File: src/rtl/fpu_pkg.sv
// Shared constants and types for the FPU adder datapath.
package fpu_pkg;

  localparam int MANT_RAW_W = 28;
  localparam int EXP_W      = 8;
  localparam int FRAC_W     = 23;
  localparam int IEXP_W     = 10;  // signed internal exponent, wide enough for adjust

  localparam logic [EXP_W-1:0] EXP_MAX = 8'hFF;

  // Bit positions inside the raw mantissa
  localparam int CARRY_BIT  = 27;
  localparam int HIDDEN_BIT = 26;
  localparam int G_BIT      = 2;
  localparam int R_BIT      = 1;
  localparam int S_BIT      = 0;

  // Normalized value held between the normalize and round stages
  typedef struct packed {
    logic              sign;
    logic              zero;
    logic              uf;
    logic [IEXP_W-1:0] exp;   // two's complement
    logic [26:0]       mant;  // bit26 hidden, 25:3 fraction, 2:0 G/R/S
  } norm_t;

endpackage

File: src/rtl/normalize_round_lzc28.sv
// Leading-zero counter over a 27-bit mantissa field.
module lzc28 (
  input  logic [26:0] i_value,
  output logic [4:0]  o_count,
  output logic        o_zero
);

  // Scan upward so the highest set bit determines the final count
  always_comb begin
    o_count = 5'd27;
    for (int i = 0; i < 27; i++) begin
      if (i_value[i]) o_count = 5'(26 - i);
    end
    o_zero = ~|i_value;
  end

endmodule

File: src/rtl/normalize_round.sv
// Two-stage normalize + round-to-nearest-even for the FPU adder.
module normalize_round
  import fpu_pkg::*;
(
  input  logic                  clk,
  input  logic                  rst,
  input  logic                  valid_in,
  input  logic [MANT_RAW_W-1:0] mantisa_raw,
  input  logic                  sign_result,
  input  logic [EXP_W-1:0]      exp_in,
  output logic                  valid_out,
  output logic [31:0]           result,
  output logic                  overflow,
  output logic                  underflow,
  output logic                  inexact
);

  logic [4:0]        w_lz;
  logic              w_lz_zero;
  logic [IEXP_W-1:0] w_exp_base;
  norm_t             w_norm;

  logic              r_v1;
  norm_t             r_s1;

  logic [FRAC_W-1:0] w_frac;
  logic              w_g, w_r, w_s;
  logic              w_rnd_up;
  logic [24:0]       w_sum;
  logic [IEXP_W-1:0] w_exp2;
  logic [31:0]       w_res;
  logic              w_ov, w_uf, w_ix;

  lzc28 u_lzc (
    .i_value (mantisa_raw[26:0]),
    .o_count (w_lz),
    .o_zero  (w_lz_zero)
  );

  assign w_exp_base = {2'b00, exp_in};

  // Stage 1 next value: normalize so the hidden bit lands at bit 26
  always_comb begin
    w_norm      = '0;
    w_norm.sign = sign_result;
    if (mantisa_raw[CARRY_BIT]) begin
      // Fold the two dropped bits into sticky
      w_norm.mant = {mantisa_raw[27:2], mantisa_raw[R_BIT] | mantisa_raw[S_BIT]};
      w_norm.exp  = w_exp_base + 10'd1;
    end else if (w_lz_zero) begin
      w_norm.zero = 1'b1;
      w_norm.sign = 1'b0;
    end else begin
      w_norm.mant = mantisa_raw[26:0] << w_lz;
      w_norm.exp  = w_exp_base - {5'b0, w_lz};
    end
    w_norm.uf = ~w_norm.zero && ($signed(w_norm.exp) <= 10'sd0);
  end

  // Stage 1 register
  always_ff @(posedge clk or posedge rst) begin
    if (rst) begin
      r_v1 <= 1'b0;
      r_s1 <= '0;
    end else begin
      r_v1 <= valid_in;
      if (valid_in) r_s1 <= w_norm;
    end
  end

  // Stage 2 next value: round to nearest even, renormalize on carry, classify
  always_comb begin
    w_frac   = r_s1.mant[25:3];
    w_g      = r_s1.mant[G_BIT];
    w_r      = r_s1.mant[R_BIT];
    w_s      = r_s1.mant[S_BIT];
    w_rnd_up = w_g & (w_r | w_s | w_frac[0]);
    w_sum    = {1'b0, r_s1.mant[HIDDEN_BIT], w_frac} + {24'b0, w_rnd_up};
    w_exp2   = r_s1.exp + {9'b0, w_sum[24]};
    w_res    = '0;
    w_ov     = 1'b0;
    w_uf     = 1'b0;
    w_ix     = 1'b0;
    if (r_s1.zero) begin
      w_res = '0;
    end else if (r_s1.uf) begin
      w_res = {r_s1.sign, 31'b0};
      w_uf  = 1'b1;
      w_ix  = 1'b1;
    end else if ($signed(w_exp2) >= 10'sd255) begin
      w_res = {r_s1.sign, EXP_MAX, {FRAC_W{1'b0}}};
      w_ov  = 1'b1;
      w_ix  = 1'b1;
    end else begin
      // On carry-out the fraction is all zero anyway; select it explicitly
      w_res = {r_s1.sign, w_exp2[EXP_W-1:0], w_sum[24] ? {FRAC_W{1'b0}} : w_sum[22:0]};
      w_ix  = w_g | w_r | w_s;
    end
  end

  // Output register; data holds while no valid result arrives
  always_ff @(posedge clk or posedge rst) begin
    if (rst) begin
      valid_out <= 1'b0;
      result    <= '0;
      overflow  <= 1'b0;
      underflow <= 1'b0;
      inexact   <= 1'b0;
    end else begin
      valid_out <= r_v1;
      if (r_v1) begin
        result    <= w_res;
        overflow  <= w_ov;
        underflow <= w_uf;
        inexact   <= w_ix;
      end
    end
  end

endmodule

File: config.mk
export PLATFORM = sky130hd
export DESIGN_NAME = normalize_round
export DESIGN_NICKNAME = d
export VERILOG_FILES = /design/src/rtl/fpu_pkg.sv /design/src/rtl/normalize_round_lzc28.sv /design/src/rtl/normalize_round.sv
export SDC_FILE = /design/constraint.sdc
export NUM_CORES = 1
export LEC_CHECK = 0
export CAP_MARGIN = 40
export CORE_MARGIN = 8
export CORE_UTILIZATION = 40
export DETAILED_ROUTE_END_ITERATION = 8
export PLACE_DENSITY = 0.63
export SKIP_LAST_GASP = 1
export SLEW_MARGIN = 20
export SYNTH_ARGS = -nofsm -noshare
export SYNTH_HDL_FRONTEND = slang
export SYNTH_SLANG_ARGS = --single-unit
File: constraint.sdc
create_clock -name clk -period 4.4 [get_ports clk]
set_input_delay 1.32 -clock clk [delete_from_list [all_inputs] [get_ports clk]]
set_output_delay 1.32 -clock clk [all_outputs]
set_load 0.02 [all_outputs]
Word level (Yosys, flattened, before mapping)
Index checks and enable logic that the tools add are counted.
Cells by class
  add/subtract/negate cells: 4
  $lt $le $gt $ge: 2
  shifts and indexed selects: 1
  multiplexer cells: 43
  bitwise gates (word level): 7
  reduce and logical (&&, ||, !) cells: 2
Operators by type and width (number)
  $mux 5: 16
  $mux 37: 2
  $mux 31: 2
  $mux 32: 1
  $mux 4: 8
  $reduce_or 27->1: 1
  $shl 27x5->27: 1
  $add 24x1->25: 1
  $mux 23: 1
  $add 10x1->10: 1
  $ge 10x9->1 const B: 1
  $le 10x1->1 const B: 1
  $add 8x1->9 const B: 1
  $mux 1: 9
  $sub 8x5->9: 1
  $mux 2: 4
  $or 1x1->1: 5
  $and 1x1->1: 1
  $logic_and 1x1->1: 1
  $not 1->1: 1
Word-level totals
  flip-flop bits (word level): 77
  input bits: 40
  output and inout port bits: 36
  word-level logic and storage cells: 70

Depth between registers and ports, before layout
  word-level depth: 32
  mapped depth: 20
  gate-level depth less buffers: 20

Hierarchy
A second synthesis with hierarchy kept.
Second synthesis, totals
  cell total of the unflattened synthesis: 635
  area, all modules: 5749.3 um^2
By module, submodules not included
  normalize_round: times used 1, cells each 584, area an instance 5410.2 um^2, sequential area each 1926.8 um^2
  lzc28: times used 1, cells each 51, area an instance 339.1 um^2, sequential area each 0.0 um^2

Worst setup path before layout
Ideal clock, no wire load.
  path kind: input to register
  start: input port mantisa_raw[26]
  end: register r_s1[37] (netlist name)
  setup time: 0.066 ns
  arrival time: 4.569 ns
  data required time: 4.334 ns
  path slack: -0.236 ns
  stages: 18
  buffers on the path: 3
  cells stage by stage: buf_2 -> nor4_1 -> nand2_1 -> a31o_2 -> nand2_1 -> inv_2 -> buf_2 -> buf_2 -> fa_1 -> a21o_1 -> a21o_1 -> a211oi_1 -> xnor2_1 -> nor2_1 -> a211oi_1 -> nand4_1 -> o21bai_1 -> a22o_1
Between the ends
  word-level cells in the longest chain between the ends: 6
  elaborated cells between the ends (all ways): 10
  those cells by class: add/sub (1); order compare (1); mux (5); bitwise (1); reduce/logical (2)
Ends and longest elaborated chain
  start, declared: RTL line normalize_round.sv:8  | input logic [MANT_RAW_W-1:0] mantisa_raw,
  $mux 5: RTL line normalize_round_lzc28.sv:12  | if (i_value[i]) o_count = 5'(26 - i);
  $sub 8x5->9: RTL line normalize_round.sv:55  | w_norm.exp = w_exp_base - {5'b0, w_lz};
  $mux 37: RTL line normalize_round.sv:50  | end else if (w_lz_zero) begin
  $mux 37: RTL line normalize_round.sv:46  | if (mantisa_raw[CARRY_BIT]) begin
  $le 10x1->1: RTL line normalize_round.sv:57  | w_norm.uf = ~w_norm.zero && ($signed(w_norm.exp) <= 10'sd0);
  $logic_and 1x1->1 *: RTL line normalize_round.sv:57
  end signal, assigned: RTL line normalize_round.sv:67  | if (valid_in) r_s1 <= w_norm;
  end, declared: RTL line normalize_round.sv:24  | norm_t r_s1;
Mark *: on every way between the ends. The rest lies on a longest branch, timed or not.
A chain may end at the register's enable or synchronous reset.

Worst setup path after layout
  start: input port mantisa_raw[21]
  end: register r_s1[37] (netlist name)
Between the ends
  word-level cells in the longest chain between the ends: 11
  elaborated cells between the ends (all ways): 15
  those cells by class: add/sub (1); order compare (1); mux (10); bitwise (1); reduce/logical (2)
Ends and longest elaborated chain (RTL line)
  $mux 5 (6 in a row): normalize_round_lzc28.sv:12
  $sub 8x5->9: normalize_round.sv:55
  $mux 37: normalize_round.sv:50
  $mux 37: normalize_round.sv:46
  $le 10x1->1: normalize_round.sv:57
  $logic_and 1x1->1 *: normalize_round.sv:57
Marked as above.

==> metrics.md <==
| Metric | Value |
|---|---|
| Status | `finished, final reports clean` |
| Fmax | `238 MHz` |
| Worst path slowest cell | `or4_1` |
| # rows | `44` |
| Antenna cells | `0` |
| Post-DRT Antenna Nets | `0` |
| CTS Sinks | `77` |
| Max incr delay on CP | `0.54 ns` |
| Synthesized Nets | `735` |
| Pwr Total | `2.31 mW` |
| Util after Layout | `55.7%` |
| Kind of cell adding the most delay to the critical path | `compound AO/OA/AOI/OAI gates` |
| Post-synthesis area per instance | `8.43 um2` |
| Worst-case clock buffer depth | `2` |
| CP cell instances | `clkdlybuf4s50_1 > buf_4 > or4_1 > nor2_4 > nor3b_4 > inv_4 > ha_4 > a21o_1 > a21o_1 > xor2_1 > a22oi_2 > nand4_1 > a211oi_2 > nand4_1 > o21bai_1 > a22o_1` |
| # DRC | `0` |
| Worst Path Arrival | `4.48 ns` |
| Power Dens Cells | `291 nW/um2` |
| Mapped Area | `approximately 5800 um2` |
| # fillers | `1350` |
| CTS Hold Bufs | `0` |
| Final Hold Vio Count | `0` |
| Post-DP HPWL | `15.1 mm` |
| Full die area | `18500 um2` |
| Number of flops mapped to enable cells by yosys | `0` |
| IO buf count | `75` |
| Skew-Pair Late Insertion Delay | `0.33 ns` |
| WHS Endpoint | `r_s1[1]$_DFFE_PP0P_` |
| First-pass GRT wire length | `30.5 mm` |
| TritonCTS Buffers | `9` |
| Hold Path Cell Cnt | `2` |
| DIE WIDTH | `136 um` |
| Clock skew | `0.00283 ns` |
| Synth Flop Type | `dfrtp_1` |
| Final WS setup | `just under 0.2 ns` |
| Detailed Route Iter0 Violations | `about 460` |
| Root Buffer | `clkbuf_16` |
| Vias per cell | `5.57` |
| Crit path buffers/inverters | `3` |
| R2r endpoint | `result[10]$_DFFE_PP0P_` |
| Die height | `136 um` |
| Tcrit/Tclk final | `95.6%` |
| Total Routing Usage GR | `20.7%` |
| Cells after DPL | `1009` |
| Reg2Reg Setup Slack | `0.31 ns` |
| Async S/R FF share, synth | `100%` |
| Starting Density | `40.3%` |
| # nets final | `898` |
| Unique masters post-synth | `75` |
| Max Cap Viol | `0` |
| Final Max Tran Viols | `0` |
| CP required | `between 4 and 5 ns` |
| Min cycle time layout | `4.21 ns` |
| Congestion Overflow GR | `0` |
| Core Region | `14300 um2` |
| Startpoint types | `primary input` |
| Worst slew pin tran | `between 0.6 and 0.7 ns` |
| Final GP Congestion | `0.914` |
| H-tree Lvls | `3` |
| Yosys warnings | `0` |
| Ratio of cells with drive above 1 in the final layout | `a little under a quarter` |
| Clk pin slew, worst setup/hold paths | `~0.060 ns` |
| Leakage | `3.52 nW` |
| Commonest non-fill, non-tap cell in the layout | `buf_4` |
| Max Fanout on Critical Path | `6` |
| Most frequent cells in the layout | `buf_4, dfrtp_1, nor2_1, clkdlybuf4s50_1, inv_1` |
| Setup CP Type | `primary input to flop` |
| Relative slew slack | `54.3%` |
| Routed vias | `5761` |
| Synth-to-Final Area Change | `38.2%` |
| Hold path start | `r_s1[1]$_DFFE_PP0P_` |
| Wire length per cell | `18.4 um` |
| I/O pin count | `76` |
| RR Startpoint | `r_s1[3]$_DFFE_PP0P_` |
| Max VDD drop | `150 uV` |
| Final WL | `19.1 mm` |
| CTS tree | `done` |
| Largest net degree at the start of global routing | `52` |
| CP Capture Type | `flop` |
| First-pass DRT Iterations | `5` |
| Post-synthesis sequential area ratio | `33.4%` |
| Worst Reg-to-Reg Cells | `20` |
| Mapped Cells | `between 600 and 700` |
| Min-Delay Path Class | `flop to flop` |
| Vias in the first global route | `about 5600` |
| Synth Register Bits | `77` |
| Fin cells | `about 1000` |
| Number of setup violations in the final report | `0` |
| Initial antenna violation count | `0` |
| Dpl ws | `-0.516 ns` |
[layout make-up]
type	count	area, um2	area share [%]
clock buffers	10	239	3.00
well taps	184	230	2.89
flip-flops and latches	77	1930	24.2
clock inverters	5	27.5	0.346
inverters	55	209	2.62
repair buffers	191	1650	20.7
multi-input cells	513	3680	46.2
[flip-flops by register name (all words and copies together) (netlist names)]
signal,cells
r_v1,1
r_s1,40
result,32
valid_out,1
underflow,1
inexact,1
overflow,1
[cell usage after synthesis, drive strengths merged (8+ instances only)]
| cell | number | area, um2 |
|---|---|---|
| mux2i | 40 | 400 |
| nand4 | 9 | 56.3 |
| xnor2 | 16 | 140 |
| mux2 | 18 | 203 |
| nand2 | 41 | 156 |
| nor3 | 16 | 85.1 |
| clkbuf | 23 | 86.3 |
| buf | 16 | 96.3 |
| a22oi | 17 | 128 |
| xor2 | 20 | 175 |
| a21oi | 45 | 240 |
| a211oi | 8 | 60.1 |
| ha | 10 | 125 |
| nor2b | 8 | 50.1 |
| and3 | 11 | 68.8 |
| nor4 | 12 | 109 |
| inv | 55 | 209 |
| nor2 | 78 | 303 |
| o22ai | 37 | 231 |
| nand3 | 19 | 95.1 |
| dfrtp | 77 | 1930 |
| o21ai | 24 | 120 |
[stage by stage]
stage | setup TNS (ns) | instance area (um2) | hold WS, ns
after floorplan | 0 | 5810 | 0.372
after global placement | -1.29 | 7380 | 0.482
after detailed placement | -2.55 | 7380 | 0.496
after CTS | 0 | 7720 | 0.509
after global routing | -0.0275 | 7970 | 0.516
final | 0 | 7970 | 0.501
[timing repair]
item / in CTS / in global routing
buffers inserted: 3 / 9
setup endpoints to repair: 1 / 37
pin swaps: 16 / 25
gates resized for setup: 16 / 44
[layer usage]
| layer | share of wire [%] | global-route usage, % | wire [um] |
|---|---|---|---|
| met4 | 2.7 | 7.50 | 507 |
| met5 | 0 | 0 | 0 |
| met3 | 5.2 | 3.07 | 994 |
| met2 | 45 | 32.3 | 8620 |
| met1 | 47 | 28.6 | 8930 |
[worst register-to-register path: cells and delay by family, from the launching register on]
family / cells / cell delay, ns
buffers and inverters: 1 / 0.18
AO/OA/AOI/OAI: 4 / 0.61
flip-flops: 1 / 0.36
AND/OR/NAND/NOR: 11 / 2.07
XOR/XNOR: 1 / 0.18
adder cells (fa/ha/maj): 3 / 0.60
[where the power goes]
| part | total (mW) | internal (mW) | switching (mW) |
|---|---|---|---|
| logic | 0.785 | 0.369 | 0.416 |
| clock network | 0.652 | 0.389 | 0.263 |
| registers | 0.878 | 0.799 | 0.0790 |
| total | 2.31 | 1.56 | 0.758 |
[kinds of logic after synthesis]
logic type	count (synthesis)	synth area share [%]
AO/OA/AOI/OAI	193	22.6
XOR/XNOR	36	5.47
adder cells (fa/ha/maj)	11	2.52
buffers and inverters	94	6.80
flip-flops	77	33.4
multiplexers	58	10.5
AND/OR/NAND/NOR	215	18.7
[worst max-delay path by stage]
stage | startpoint | endpoint | slack [ns] | cells after the start
floorplan | mantisa_raw[23] | r_s1[37]$_DFFE_PP0P_ | 0.006 | 18
global placement | mantisa_raw[25] | r_s1[37]$_DFFE_PP0P_ | -0.36 | 18
detailed placement | mantisa_raw[25] | r_s1[37]$_DFFE_PP0P_ | -0.52 | 18
CTS | mantisa_raw[11] | r_s1[37]$_DFFE_PP0P_ | 0.02 | 19
global route | mantisa_raw[17] | r_s1[37]$_DFFE_PP0P_ | -0.03 | 18
finish | mantisa_raw[21] | r_s1[37]$_DFFE_PP0P_ | 0.19 | 16
(Power assumes the default switching activity.)
